[src/rtl/sa_pkg.sv]
// Shared types and width helpers for the systolic-array host controller.
package sa_pkg;

    typedef enum logic [2:0] {
        IDLE,
        FEED,
        WAIT_RES,
        DRAIN,
        ACK
    } state_e;

    function automatic int unsigned cnt_w(input int unsigned max_k);
        return $clog2(max_k + 1);
    endfunction

    function automatic int unsigned col_w(input int unsigned rows);
        return (rows > 1) ? $clog2(rows) : 1;
    endfunction

endpackage

[src/rtl/sa_res_bank.sv]
// Per-column result latches: first valid per column is kept until cleared.
module sa_res_bank #(
    parameter int unsigned ROWS     = 8,
    parameter int unsigned OUTWIDTH = 32,
    parameter int unsigned COLW     = 3
) (
    input  logic                          clk,
    input  logic                          rstn,
    input  logic                          en,
    input  logic                          clr,
    input  logic [0:ROWS-1]               wr_valid,
    input  logic [ROWS-1:0][OUTWIDTH-1:0] wr_data,
    input  logic [COLW-1:0]               rd_idx,
    output logic                          all_valid,
    output logic [OUTWIDTH-1:0]           rd_data
);

    logic [ROWS-1:0][OUTWIDTH-1:0] lat;
    logic [0:ROWS-1]               flag;
    logic [0:ROWS-1]               cap;

    assign cap = wr_valid & ~flag & {ROWS{en}};

    always_ff @(posedge clk) begin
        if (!rstn) begin
            lat  <= '0;
            flag <= '0;
        end else if (clr) begin
            flag <= '0;
        end else begin
            flag <= flag | cap;
            for (int i = 0; i < ROWS; i++) begin
                if (cap[i]) lat[i] <= wr_data[i];
            end
        end
    end

    // Counts columns arriving this cycle so DRAIN can start right after the last one.
    assign all_valid = &(flag | cap);
    assign rd_data   = flag[rd_idx] ? lat[rd_idx] : wr_data[rd_idx];

endmodule

[src/rtl/sa_host_ctrl.sv]
// Host-side controller for the systolic-array core: feeds A/W beats, collects
// per-column results, streams them out, then acknowledges the core.
module sa_host_ctrl
    import sa_pkg::*;
#(
    parameter int unsigned ROWS     = 8,
    parameter int unsigned INWIDTH  = 8,
    parameter int unsigned OUTWIDTH = 32,
    parameter int unsigned MAX_K    = 256,
    parameter int unsigned TIMEOUT  = 1024
) (
    input  logic                          clk,
    input  logic                          rstn,
    input  logic                          s_valid,
    output logic                          s_ready,
    input  logic [ROWS-1:0][INWIDTH-1:0]  s_a,
    input  logic [ROWS-1:0][INWIDTH-1:0]  s_w,
    input  logic                          s_last,
    output logic [ROWS-1:0][INWIDTH-1:0]  ainport,
    output logic [ROWS-1:0][INWIDTH-1:0]  winport,
    output logic                          inpvalid,
    input  logic [ROWS-1:0][OUTWIDTH-1:0] routport,
    input  logic [0:ROWS-1]               rvalidport,
    output logic                          outread,
    output logic                          m_valid,
    input  logic                          m_ready,
    output logic [OUTWIDTH-1:0]           m_data,
    output logic [col_w(ROWS)-1:0]        m_col,
    output logic                          m_last,
    output logic                          busy,
    output logic [cnt_w(MAX_K)-1:0]       beat_cnt,
    output logic                          err_timeout
);

    localparam int unsigned CNTW = cnt_w(MAX_K);
    localparam int unsigned COLW = col_w(ROWS);
    localparam int unsigned TW   = (TIMEOUT > 1) ? $clog2(TIMEOUT) : 1;

    state_e                state;
    logic [TW-1:0]         tcnt;
    logic                  hs;
    logic                  feed_done;
    logic                  all_valid;
    logic [OUTWIDTH-1:0]   rd_data;
    logic [COLW-1:0]       rd_idx;

    assign hs        = s_valid & s_ready;
    assign feed_done = s_last | (beat_cnt == CNTW'(MAX_K - 1));
    // Look one column ahead in DRAIN so m_data is ready when m_col advances.
    assign rd_idx    = (state == DRAIN) ? COLW'(m_col + 1'b1) : '0;

    sa_res_bank #(
        .ROWS     (ROWS),
        .OUTWIDTH (OUTWIDTH),
        .COLW     (COLW)
    ) u_bank (
        .clk       (clk),
        .rstn      (rstn),
        .en        ((state == FEED) || (state == WAIT_RES)),
        .clr       (state == ACK),
        .wr_valid  (rvalidport),
        .wr_data   (routport),
        .rd_idx    (rd_idx),
        .all_valid (all_valid),
        .rd_data   (rd_data)
    );

    // s_ready resets high because IDLE accepts beats.
    always_ff @(posedge clk) begin
        if (!rstn) begin
            state       <= IDLE;
            s_ready     <= 1'b1;
            ainport     <= '0;
            winport     <= '0;
            inpvalid    <= 1'b0;
            beat_cnt    <= '0;
            tcnt        <= '0;
            err_timeout <= 1'b0;
            m_valid     <= 1'b0;
            m_data      <= '0;
            m_col       <= '0;
            m_last      <= 1'b0;
            outread     <= 1'b0;
            busy        <= 1'b0;
        end else begin
            inpvalid <= hs;
            outread  <= 1'b0;
            if (hs) begin
                ainport <= s_a;
                winport <= s_w;
                if (beat_cnt != CNTW'(MAX_K)) beat_cnt <= beat_cnt + 1'b1;
            end
            case (state)
                // A job whose first beat is already last skips straight to WAIT_RES.
                IDLE, FEED: begin
                    if (hs) begin
                        busy <= 1'b1;
                        if (feed_done) begin
                            state   <= WAIT_RES;
                            s_ready <= 1'b0;
                        end else begin
                            state <= FEED;
                        end
                    end
                end
                WAIT_RES: begin
                    if (all_valid && !err_timeout) begin
                        state   <= DRAIN;
                        m_valid <= 1'b1;
                        m_col   <= '0;
                        m_data  <= rd_data;
                        m_last  <= (ROWS == 1);
                    end else if ((TIMEOUT != 0) && !err_timeout) begin
                        if (tcnt == TW'(TIMEOUT - 1)) err_timeout <= 1'b1;
                        else tcnt <= tcnt + 1'b1;
                    end
                end
                DRAIN: begin
                    if (m_ready) begin
                        if (m_last) begin
                            state    <= ACK;
                            m_valid  <= 1'b0;
                            m_last   <= 1'b0;
                            m_col    <= '0;
                            m_data   <= '0;
                            outread  <= 1'b1;
                            beat_cnt <= '0;
                        end else begin
                            m_col  <= COLW'(m_col + 1'b1);
                            m_data <= rd_data;
                            m_last <= (m_col == COLW'(ROWS - 2));
                        end
                    end
                end
                ACK: begin
                    state   <= IDLE;
                    s_ready <= 1'b1;
                    busy    <= 1'b0;
                    tcnt    <= '0;
                end
                default: state <= IDLE;
            endcase
        end
    end

endmodule

[config.mk]
export PLATFORM = sky130hd
export DESIGN_NAME = sa_host_ctrl
export DESIGN_NICKNAME = d
export VERILOG_FILES = /design/src/rtl/sa_pkg.sv /design/src/rtl/sa_res_bank.sv /design/src/rtl/sa_host_ctrl.sv
export SDC_FILE = /design/constraint.sdc
export NUM_CORES = 1
export LEC_CHECK = 0
export ABC_CLOCK_PERIOD_IN_PS = 5600
export BUFFER_PORTS_ARGS = -buffer_cell sky130_fd_sc_hd__buf_2
export CORE_AREA = 2 2 225 227
export CTS_BUF_LIST = sky130_fd_sc_hd__clkbuf_8
export CTS_CLUSTER_SIZE = 16
export DETAILED_ROUTE_END_ITERATION = 7
export DIE_AREA = 0 0 227 229
export GPL_ROUTABILITY_DRIVEN = 0
export PLACE_DENSITY = 0.63
export SLEW_MARGIN = 20
export SYNTH_ARGS = -nofsm -noshare
export SYNTH_HDL_FRONTEND = slang
export SYNTH_SLANG_ARGS = --single-unit
[constraint.sdc]
create_clock -name clk -period 5.6 [get_ports clk]
set_input_delay 1.12 -clock clk [delete_from_list [all_inputs] [get_ports clk]]
set_output_delay 1.12 -clock clk [all_outputs]
set_load 0.005 [all_outputs]
Yosys cells after proc, flatten, opt, wreduce, memory -nomap -nowiden:

Cells that the tools add are included.

* output and inout bits: 179
* latch bits: 0
* memory bits (read-only): 0
* register bits: 456
* bits of input ports: 397
* memories kept: 0
* bits in writable memories: 0
* logic and storage cells: 142

* magnitude comparators: 2
* mux-type cells: 48
* add/sub/neg operators: 3
* shifts and indexed selects: 0
* $mul: 0
* divide/modulo/power cells: 0
* eq/ne operators: 16
* bitwise gates (word level): 10
* reductions and logical operators: 26

Operators with widths (count)
* $bmux W32 S3: 2
* $mux W32: 6
* $pmux W32 S2: 1
* $mux W9: 5
* $mux W10: 3
* $mux W3: 8
* $pmux W10 S2: 1
* $reduce_and A2 Y1: 10
* $and A8 B8 Y8: 2
* $mux W1: 14
* $ne A2 B2 Y1 const B: 7
* $reduce_and A4 Y1: 3
* $add A10 B1 Y10 const B: 1
* $eq A10 B10 Y1 const B: 1
* $add A9 B1 Y9 const B: 1
* $eq A9 B8 Y1 const B: 1
* $ne A9 B9 Y1 const B: 1
* $pmux W3 S3: 1
* $reduce_and A3 Y1: 3
* $not A8 Y8: 1
* $or A8 B8 Y8: 1
* $pmux W1 S2: 4
* $reduce_and A8 Y1: 1
* $eq A3 B2 Y1 const B: 2
* other kinds (19): 25

Logic depth before layout (Yosys ltp):

Gate-level depths: netlist of run 1.

* depth after elaboration: 10
* mapped depth: 10
* depth with buffers taken out: 9

Modules after synthesis:

A second synthesis of run 1 with hierarchy kept.

* cell total of the unflattened synthesis: 2320
* area, all modules: 21104.0 um2

By module, submodules not included
* sa_res_bank: instances 1, seq. area each 5285.1 um2, area each 13949.6 um2, cells an instance 1431
* sa_host_ctrl: instances 1, seq. area each 3843.7 um2, area each 7154.4 um2, cells an instance 889

Least setup slack after synthesis of run 1:

Ideal clock, no wire load.

* kind: input to register
* from: input port rvalidport[7] in the netlist's numbering
* to: register m_data[10]
* slack: 2.880 ns
* library setup time: 0.117 ns
* buffers on the path: 2
* stages: 7
* required time: 5.483 ns
* data arrival time: 2.603 ns
* path through: a31oi_1 > nor4_4 > nand4_4 > and3_1 > buf_2 > buf_2 > a32o_1

* cells in the longest elaborated chain, start to end: 7

RTL lines
* start, declared: RTL line sa_host_ctrl.sv:23 `input logic [0:ROWS-1] rvalidport,`
* $and A8 B8 Y8 (2 in a row): RTL line sa_res_bank.sv:22 `assign cap = wr_valid & ~flag & {ROWS{en}};`
* $or A8 B8 Y8: RTL line sa_res_bank.sv:39 `assign all_valid = &(flag | cap);`
* $reduce_and A8 Y1: RTL line sa_res_bank.sv:39
* $logic_and A1 B1 Y1: RTL line sa_host_ctrl.sv:107 `if (all_valid && !err_timeout) begin`
* $ne A2 B1 Y1 (no line)
* $reduce_and A3 Y1 (no line)
* end signal, assigned: RTL line sa_host_ctrl.sv:111 `m_data <= rd_data;`
* end signal, assigned: RTL line sa_host_ctrl.sv:130 `m_data <= rd_data;`
* end, declared: RTL line sa_host_ctrl.sv:27 `output logic [OUTWIDTH-1:0] m_data,`

Every way passes these cells.
A chain may end at the register's enable or synchronous reset.

Worst setup path after layout of run 1:

* from: register m_col[0]
* to: register m_data[14]

* cells in the longest elaborated chain, start to end: 10
* elaborated cells on any way between the ends: 15

RTL lines
* start, declared: RTL line sa_host_ctrl.sv:28 `output logic [col_w(ROWS)-1:0] m_col,`
* start signal, assigned: RTL line sa_host_ctrl.sv:129 `m_col <= COLW'(m_col + 1'b1);`
* $add A3 B1 Y3 (*): RTL line sa_host_ctrl.sv:50 `assign rd_idx = (state == DRAIN) ? COLW'(m_col + 1'b1) : '0;`
* $mux W3 (*): RTL line sa_host_ctrl.sv:50
* $not A3 Y4 (implied by the code): RTL line sa_res_bank.sv:40 `assign rd_data = flag[rd_idx] ? lat[rd_idx] : wr_data[rd_idx];`
* $bmux W1 S3: RTL line sa_res_bank.sv:40
* $mux W1 (implied by the code) (2 in a row): RTL line sa_res_bank.sv:40
* $mux W32 (*): RTL line sa_res_bank.sv:40
* $mux W32: RTL line sa_host_ctrl.sv:120 `if (m_last) begin`
* $mux W32: RTL line sa_host_ctrl.sv:119 `if (m_ready) begin`
* $pmux W32 S2 (*): RTL line sa_host_ctrl.sv:93 `case (state)`

Mark *: on every way between the ends. The rest lies on a longest branch, timed or not. The select of a mux whose other input is x is not followed.

==> Implementation_results.wiki, run 1 <==
{| class="wikitable"
! Metric !! Value
|-
| Portion of the post-synthesis area used by sequential elements || a little under half
|-
| Vias post-DR || just over 20000
|-
| Number of buffers added by the clock tree synthesis step || between 80 and 90
|-
| Setup repair after global routing missed its margin || no
|-
| Postcts setup bufs || 0
|-
| Hold path depth || 2
|-
| Total global-route track usage || a little under a third
|-
| Post_cts resized || 0
|-
| Maximum number of pins on one net before global-route repair || between 200 and 250
|-
| Routed wire length per instance || roughly 22 um
|-
| Reg2Reg Depth || 8
|-
| Clk sink count || roughly 460
|-
| Number of synthesized flops with an enable pin || 0
|-
| CTS HTree Levels || 3
|-
| Type of the setup path with the least slack || register to register
|-
| Number of unique standard cell types used by synthesis || between 50 and 60
|-
| Top fanout value on the critical path || just over 40
|-
| Number of fill cells || 4931
|-
| Clock latency of the later-clocked register in the worst-skew pair || between 600 and 700 ps
|-
| Count of state elements after synthesis || approximately 460
|-
| Area taken by multi-input logic gates || 10300 um^2
|-
| Number of design rule violations left after detail routing || 0
|-
| Grt peak-use layer || met2
|-
| Fraction of the core area covered by cells at the end of the flow || between 50 and 60%
|-
| Reg2Reg Setup Slack || around 1500 ps
|-
| Run status || finished, final reports clean
|-
| Leading post-synthesis cells by instance count || sky130_fd_sc_hd__nand2_1 (797), sky130_fd_sc_hd__a21oi_1 (462), sky130_fd_sc_hd__dfxtp_1 (456)
|-
| Hold wc startpoint || ainport[20]
|-
| Maximum buffer depth of the clock tree || 3
|-
| Number of antenna violations at the first check in global routing || 24
|-
| Final-report hold violation count || 0
|-
| Floorplan Core Area || roughly 50000 um^2
|-
| Met2 track demand over resource || roughly 51%
|-
| Final-report max-slew violation count || 0
|-
| Count of TritonRoute iterations in the first routing pass || 6
|-
| Worst slew slack as a fraction of its limit || 25.3%
|-
| CP arrival || ~4700 ps
|-
| Endpoint required time on the critical path || 6150 ps
|-
| Number of buffer cells added on primary ports || around 580
|-
| Share of layout cells above drive strength 1 || ~27%
|-
| Number of instances in the synthesized netlist || about 2500
|-
| Hold EP || ainport[20]
|-
| Area share of the largest cell type after synthesis || between 40% and 50%
|-
| Clock Skews || roughly 27 ps
|-
| Async S/R FF share, synth || 0%
|-
| Min Tclk post-route || roughly 4100 ps
|-
| Critical path's slowest cell || sky130_fd_sc_hd__ha_2
|-
| Final period util || 73.5%
|-
| Horiz. Die Dim || ~230 um
|-
| Number of standard cells in the layout, taps in and fillers out || about 3700
|-
| Measured slew at the worst slew-check pin || ~1100 ps
|-
| Delay of the slowest critical-path stage || 940 ps
|-
| Vias/cell || between 5 and 6
|-
| Net total in the final layout || approximately 3400
|-
| Overall die area || ~52000 um^2
|-
| Vert. Die Dim || ~230 um
|-
| Critical-path cell list || clkinv_1 -> ha_2 -> nor2_4 -> a21o_1 -> o22ai_4 -> buf_4 -> nand3_1 -> a32o_1
|-
| Top-level port count || around 580
|-
| CTS hold repair buffers || 0
|-
| Synth-to-Final Area Change || 24.1%
|-
| Sum of negative setup slack || 0 ps
|-
| Mapped Nets || a little under 3000
|-
| VDD IR-drop max || roughly 0.16 mV
|-
| Starting Density || 40.6%
|-
| Most used DFF post-synth || sky130_fd_sc_hd__dfxtp_1
|-
| Critical R2R Capture || m_data[14]
|-
| Area contributors post-synth || sky130_fd_sc_hd__dfxtp_1 (45%), sky130_fd_sc_hd__nand2_1 (15%), sky130_fd_sc_hd__a21oi_1 (11%)
|-
| CP startpoint kind || register
|-
| Total length of routed wires || between 80000 and 90000 um
|-
| Register Area || between 9000 and 10000 um^2
|-
| Post-route ant nets || 0
|-
| Sum of overflow across all layers after global routing || 0
|-
| Placement row count || 82
|-
| Placed Instances || about 3600
|-
| Global-route wire length before repair || ~120000 um
|-
| Post-route worst hold slack || 449 ps
|-
| Cell area power density || 315 nW/um^2
|-
| Class of the most critical hold timing path || register to register
|-
| Static Leak || about 10 nW
|-
| Max-capacitance violation count || 0
|-
| Clock tree from TritonCTS || built
|-
| Peak clock frequency supported by timing || approximately 240 MHz
|-
| Worst reg2reg startpoint || m_col[0]
|-
| Slack of the critical path || between 1000 and 1500 ps
|-
| Number of endpoints failing setup at the final stage || 0
|-
| Type of element capturing the critical path || register
|-
| Most repeated cell in the gate-level netlist after synthesis || sky130_fd_sc_hd__nand2_1
|-
| Root buffer cell || sky130_fd_sc_hd__clkbuf_8
|-
| Detail Placement HPWL || about 57000 um
|-
| Met3 layer usage reported by global route || 7.77%
|-
| Worst-case setup slack after placement || 1530 ps
|-
| Number of DRC markers after the initial detailed-route iteration || 1893
|-
| Clock transition at the register clock pins on the worst setup and hold paths after CTS || ~60 ps
|-
| Dominant cell type by area after synthesis || sky130_fd_sc_hd__dfxtp_1
|-
| Synthesis warning total || 0
|-
| Vias in the first global route || a little over 20000
|-
| Netlist area before placement || about 20000 um^2
|-
| Global-route track usage on met1 || 36.5%
|-
| Synthesized area divided by synthesized cell count || slightly above 8 um^2
|}
==> placed cells by master (no fill, tap or decap), drive strengths merged, types with 36 or more instances in the layout <==
cell type / synthesis / final
a21oi: 462 / 462
buf: 30 / 600
clkbuf: 177 / 96
dfxtp: 456 / 456
inv: 8 / 38
mux2i: 97 / 97
nand2: 797 / 797
nand3: 42 / 42
nor2: 39 / 39
o21ai: 48 / 48
o22ai: 36 / 36
==> how the worst max path moves through the flow <==
stage                             start    endpoint  depth (start not counted)
after floorplan           rvalidport[7]  m_data[10]                          7
after global placement         m_col[0]  m_data[12]                          8
after detailed placement       m_col[0]  m_data[14]                          8
after CTS                      m_col[0]  m_data[14]                          8
after global routing           m_col[0]  m_data[14]                          8
final                          m_col[0]  m_data[14]                          8
==> metal layers <==
layer / share of wire, % / vias up
li1: - / 9635
met1: 39 / 9919
met2: 48 / 1010
met3: 9.0 / 190
met4: 4.0 / 14
met5: 0.12 / -
==> where the power goes <==
part	internal [W]	switching [W]
clock network	0.00159	0.00142
registers	0.00347	0.000130
logic	0.000465	0.000812
==> sequential cells by signal, indices dropped and copies added, names as in the netlist, 8 cells and up <==
name	flops
ainport	64
u_bank.flag	8
u_bank.lat	256
m_data	32
winport	64
beat_cnt	9
tcnt	10
==> logic make-up after synthesis <==
| logic type | synth area share, % |
|---|---|
| flip-flops | 45.3 |
| AND/OR/NAND/NOR | 18.9 |
| adder cells (fa/ha/maj) | 0.372 |
| AO/OA/AOI/OAI | 20.7 |
| XOR/XNOR | 0.484 |
| multiplexers | 9.95 |
| buffers and inverters | 4.26 |
==> worst max-delay path, delay by kind of cell (launching register included) <==
| family | cells | cell delay, ps |
|---|---|---|
| and+or+nand+nor | 2 | 440 |
| buffers and inverters | 2 | 810 |
| AOI/OAI and AO/OA | 3 | 1060 |
| adders and majority gates | 1 | 940 |
| DFF | 1 | 720 |
==> metrics by stage <==
step                total power (W)  cell area, um^2
detailed placement          0.00492            23400
CTS                         0.00792            25000
global route                0.00822            25000
finish                      0.00788            25000
global placement            0.00489            23400
floorplan                   0.00435            20200
==> area by class of cell <==
type,count,share of cell area (%)
antenna,14,0.140
clock buffer,96,5.28
clock inverter,41,0.850
inverter,9,0.165
multi-input combinational,1819,41.3
sequential,456,36.5
tap,672,3.36
timing repair buffer,600,12.4
Power figures use the tool's default switching activity.
==> run 2, diff against run 1 <==
--- a/config.mk
+++ b/config.mk
@@ -5,15 +5,15 @@
 export SDC_FILE = /design/constraint.sdc
 export NUM_CORES = 1
 export LEC_CHECK = 0
-export ABC_CLOCK_PERIOD_IN_PS = 5600
+export ABC_CLOCK_PERIOD_IN_PS = 4070
 export BUFFER_PORTS_ARGS = -buffer_cell sky130_fd_sc_hd__buf_2
-export CORE_AREA = 2 2 225 227
+export CORE_AREA = 2 2 221 223
 export CTS_BUF_LIST = sky130_fd_sc_hd__clkbuf_8
 export CTS_CLUSTER_SIZE = 16
 export DETAILED_ROUTE_END_ITERATION = 7
-export DIE_AREA = 0 0 227 229
+export DIE_AREA = 0 0 223 225
 export GPL_ROUTABILITY_DRIVEN = 0
-export PLACE_DENSITY = 0.63
+export PLACE_DENSITY = 0.65
 export SLEW_MARGIN = 20
 export SYNTH_ARGS = -nofsm -noshare
 export SYNTH_HDL_FRONTEND = slang
==> constraint.sdc (replaced) <==
create_clock -name clk -period 4.07 [get_ports clk]
set_input_delay 0.814 -clock clk [delete_from_list [all_inputs] [get_ports clk]]
set_output_delay 0.814 -clock clk [all_outputs]
set_load 0.005 [all_outputs]
==> run 2 against run 1 <==
  * Via count up 0.93%
  * Non-clock buffer count up 11
  * Highest routed layer unchanged
  * Sequential power up 38%
  * Clock power up 42%
  * Design area up 0.24%
  * Largest power group unchanged
  * Sequential share of layout area down 0.086 points
  * First-iteration DRC count up 8.3%
  * Core utilization up 2.4 points
  * Clock skew up 8.5 ps
  * Count of clock-buffer cells in the layout up 9
  * Critical path type unchanged
  * Maximum frequency up 27%
==> Implementation_results.wiki, run 2 (synthesis results as in run 1) <==
{| class="wikitable"
! Metric !! Value
|-
| Run status || finished, final reports clean
|-
| Top fanout value on the critical path || 20
|-
| Clk sink count || approximately 460
|-
| Critical-path cell list || xor2_4 -> a31oi_1 -> nor4_4 -> nand4_4 -> a221oi_4 -> buf_12 -> a32o_1
|-
| Number of standard cells in the layout, taps in and fillers out || 3656
|-
| Maximum buffer depth of the clock tree || 3
|-
| Overall die area || about 50000 um^2
|-
| Root buffer cell || sky130_fd_sc_hd__clkbuf_8
|-
| Most common cell after layout, fill and taps aside || sky130_fd_sc_hd__nand2_1
|-
| Sum of negative setup slack || 0 ps
|-
| Placement row count || 80
|-
| Routed wire length per instance || about 22 um
|-
| Worst reg2reg startpoint || state[0]
|-
| Reg2Reg Setup Slack || 830 ps
|-
| Peak clock frequency supported by timing || 308 MHz
|-
| Min Tclk post-route || ~3200 ps
|-
| Setup repair after global routing missed its margin || no
|-
| Combinational group share of total power || between 10% and 20%
|-
| Floorplan Core Area || approximately 48000 um^2
|-
| Maximum number of pins on one net before global-route repair || 220
|-
| Registers with the highest flip-flop counts || u_bank.lat (256), ainport (64), winport (64)
|-
| Clock tree from TritonCTS || built
|-
| Reg2Reg Depth || 7
|-
| Vias/cell || 5.73
|-
| Final period util || 79.7%
|-
| Detail Placement HPWL || between 50000 and 60000 um
|-
| Global-route wire length before repair || around 120000 um
|-
| Top-level port count || ~580
|-
| Critical path's slowest cell || sky130_fd_sc_hd__a221oi_4
|-
| Kind of cell with the highest combined delay on the critical path || compound AO/OA/AOI/OAI gates
|-
| Clock latency of the later-clocked register in the worst-skew pair || 670 ps
|-
| Count of TritonRoute iterations in the first routing pass || 8
|-
| Horiz. Die Dim || 223 um
|-
| CTS HTree Levels || 3
|-
| Sum of overflow across all layers after global routing || 0
|-
| Static Leak || 10.2 nW
|-
| Power Total || ~0.011 W
|-
| Type of element capturing the critical path || register
|-
| Largest register by flop count || u_bank.lat
|-
| Post-route ant nets || 0
|-
| Vias in the first global route || a little over 20000
|-
| Synth-to-Final Area Change || 24.4%
|-
| Highest-count cells in the layout ignoring fill and taps || sky130_fd_sc_hd__nand2_1 (794), sky130_fd_sc_hd__buf_2 (575), sky130_fd_sc_hd__a21oi_1 (461), sky130_fd_sc_hd__dfxtp_1 (455), sky130_fd_sc_hd__clkbuf_8 (105)
|-
| Type of the setup path with the least slack || register to register
|-
| Vert. Die Dim || roughly 230 um
|-
| Post_cts resized || 0
|-
| Critical R2R Capture || m_data[12]
|-
| Startpoint of the most critical setup path || state[0]
|-
| CP arrival || between 3000 and 4000 ps
|-
| Placed Instances || between 3000 and 4000
|-
| Endpoint required time on the critical path || approximately 4700 ps
|-
| Class of the most critical hold timing path || input pin to register
|-
| Internal cell power || around 0.0078 W
|-
| Number of DRC markers after the initial detailed-route iteration || roughly 2000
|-
| Clock transition at the register clock pins on the worst setup and hold paths after CTS || about 60 ps
|-
| Final-report hold violation count || 0
|-
| Flip-flop count of the largest register, all copies and words added || 256
|-
| Vias post-DR || 21000
|-
| Number of buffers added by the clock tree synthesis step || 80
|-
| Switching power || 0.00322 W
|-
| Measured slew at the worst slew-check pin || 1130 ps
|-
| Clock Skews || between 30 and 40 ps
|-
| VDD IR-drop max || around 0.28 mV
|-
| Number of design rule violations left after detail routing || 0
|-
| Net total in the final layout || around 3400
|-
| Number of antenna violations at the first check in global routing || 24
|-
| Delay of the slowest critical-path stage || between 700 and 800 ps
|-
| Total length of routed wires || between 80000 and 90000 um
|-
| Hold wc startpoint || s_w[14]
|-
| Switching part of the total || 29.3%
|-
| Clock network power share || 38.8%
|-
| Postcts setup bufs || 0
|-
| Share of layout cells above drive strength 1 || between 20 and 30%
|-
| Final-report max-slew violation count || 0
|-
| Sequential cell fraction of total power || 45.0%
|-
| Max-capacitance violation count || 0
|-
| Hold path depth || 3
|-
| CP startpoint kind || register
|-
| Starting Density || around 42%
|-
| Post-route worst hold slack || between 300 and 400 ps
|-
| Cell area power density || roughly 440 nW/um^2
|-
| Worst slew slack as a fraction of its limit || 24.1%
|-
| Number of buffer cells added on primary ports || 575
|-
| Total global-route track usage || 31.5%
|-
| Number of endpoints failing setup at the final stage || 0
|-
| Buffering stage count on the worst path with inverters included || 1
|-
| CTS hold repair buffers || 0
|-
| Hold EP || winport[14]
|}
[run 2: area by class of cell]
class,count,area (um^2)
tap,615,769
antenna,9,22.5
fill,4568,22500
clock buffer,105,1450
inverter,9,41.3
timing repair buffer,611,3200
clock inverter,32,159
sequential,456,9130
multi-input combinational,1819,10300
[run 2: per-layer routing]
metal  share of wire [%]  vias up  GRT usage, %  wire, um
li1                    -     9643             -         -
met1                  37     9918          35.5     30100
met2                  48     1144          54.2     39600
met3                 9.7      228          9.01      7900
met4                 5.0       28          16.7      4050
met5                0.19        -             0       158
[run 2: worst max-delay path by stage]
stage / depth (start not counted) / slack [ps] / end
global placement: 6 / 990 / m_data[29]
floorplan: 6 / 1370 / m_data[0]
global route: 7 / 650 / m_data[21]
detailed placement: 7 / 880 / m_data[12]
finish: 7 / 830 / m_data[12]
CTS: 7 / 840 / m_data[21]
[run 2: worst min-delay path: stages]
cell and delay (ps):
sky130_fd_sc_hd__buf_2 100, sky130_fd_sc_hd__nand2_1 40, sky130_fd_sc_hd__a21oi_1 50
[run 2: through the flow]
stage / setup WS (ps) / util (%) / area, um^2
3_3_place_gp: 995 / 49.3 / 23500
4_1_cts: 843 / 52.7 / 25100
3_5_place_dp: 884 / 49.3 / 23500
6_report: 826 / 52.7 / 25100
5_1_grt: 654 / 52.7 / 25100
2_1_floorplan: 1370 / - / 20200
[run 2: power groups by stage]
stage,Sequential [W],Combinational [W],Clock [W]
CTS,0.00494,0.00176,0.00434
global placement,0.00502,0.00172,0
detailed placement,0.00504,0.00175,0
global route,0.00498,0.00191,0.00454
finish,0.00495,0.00177,0.00427
floorplan,0.00500,0.000989,0
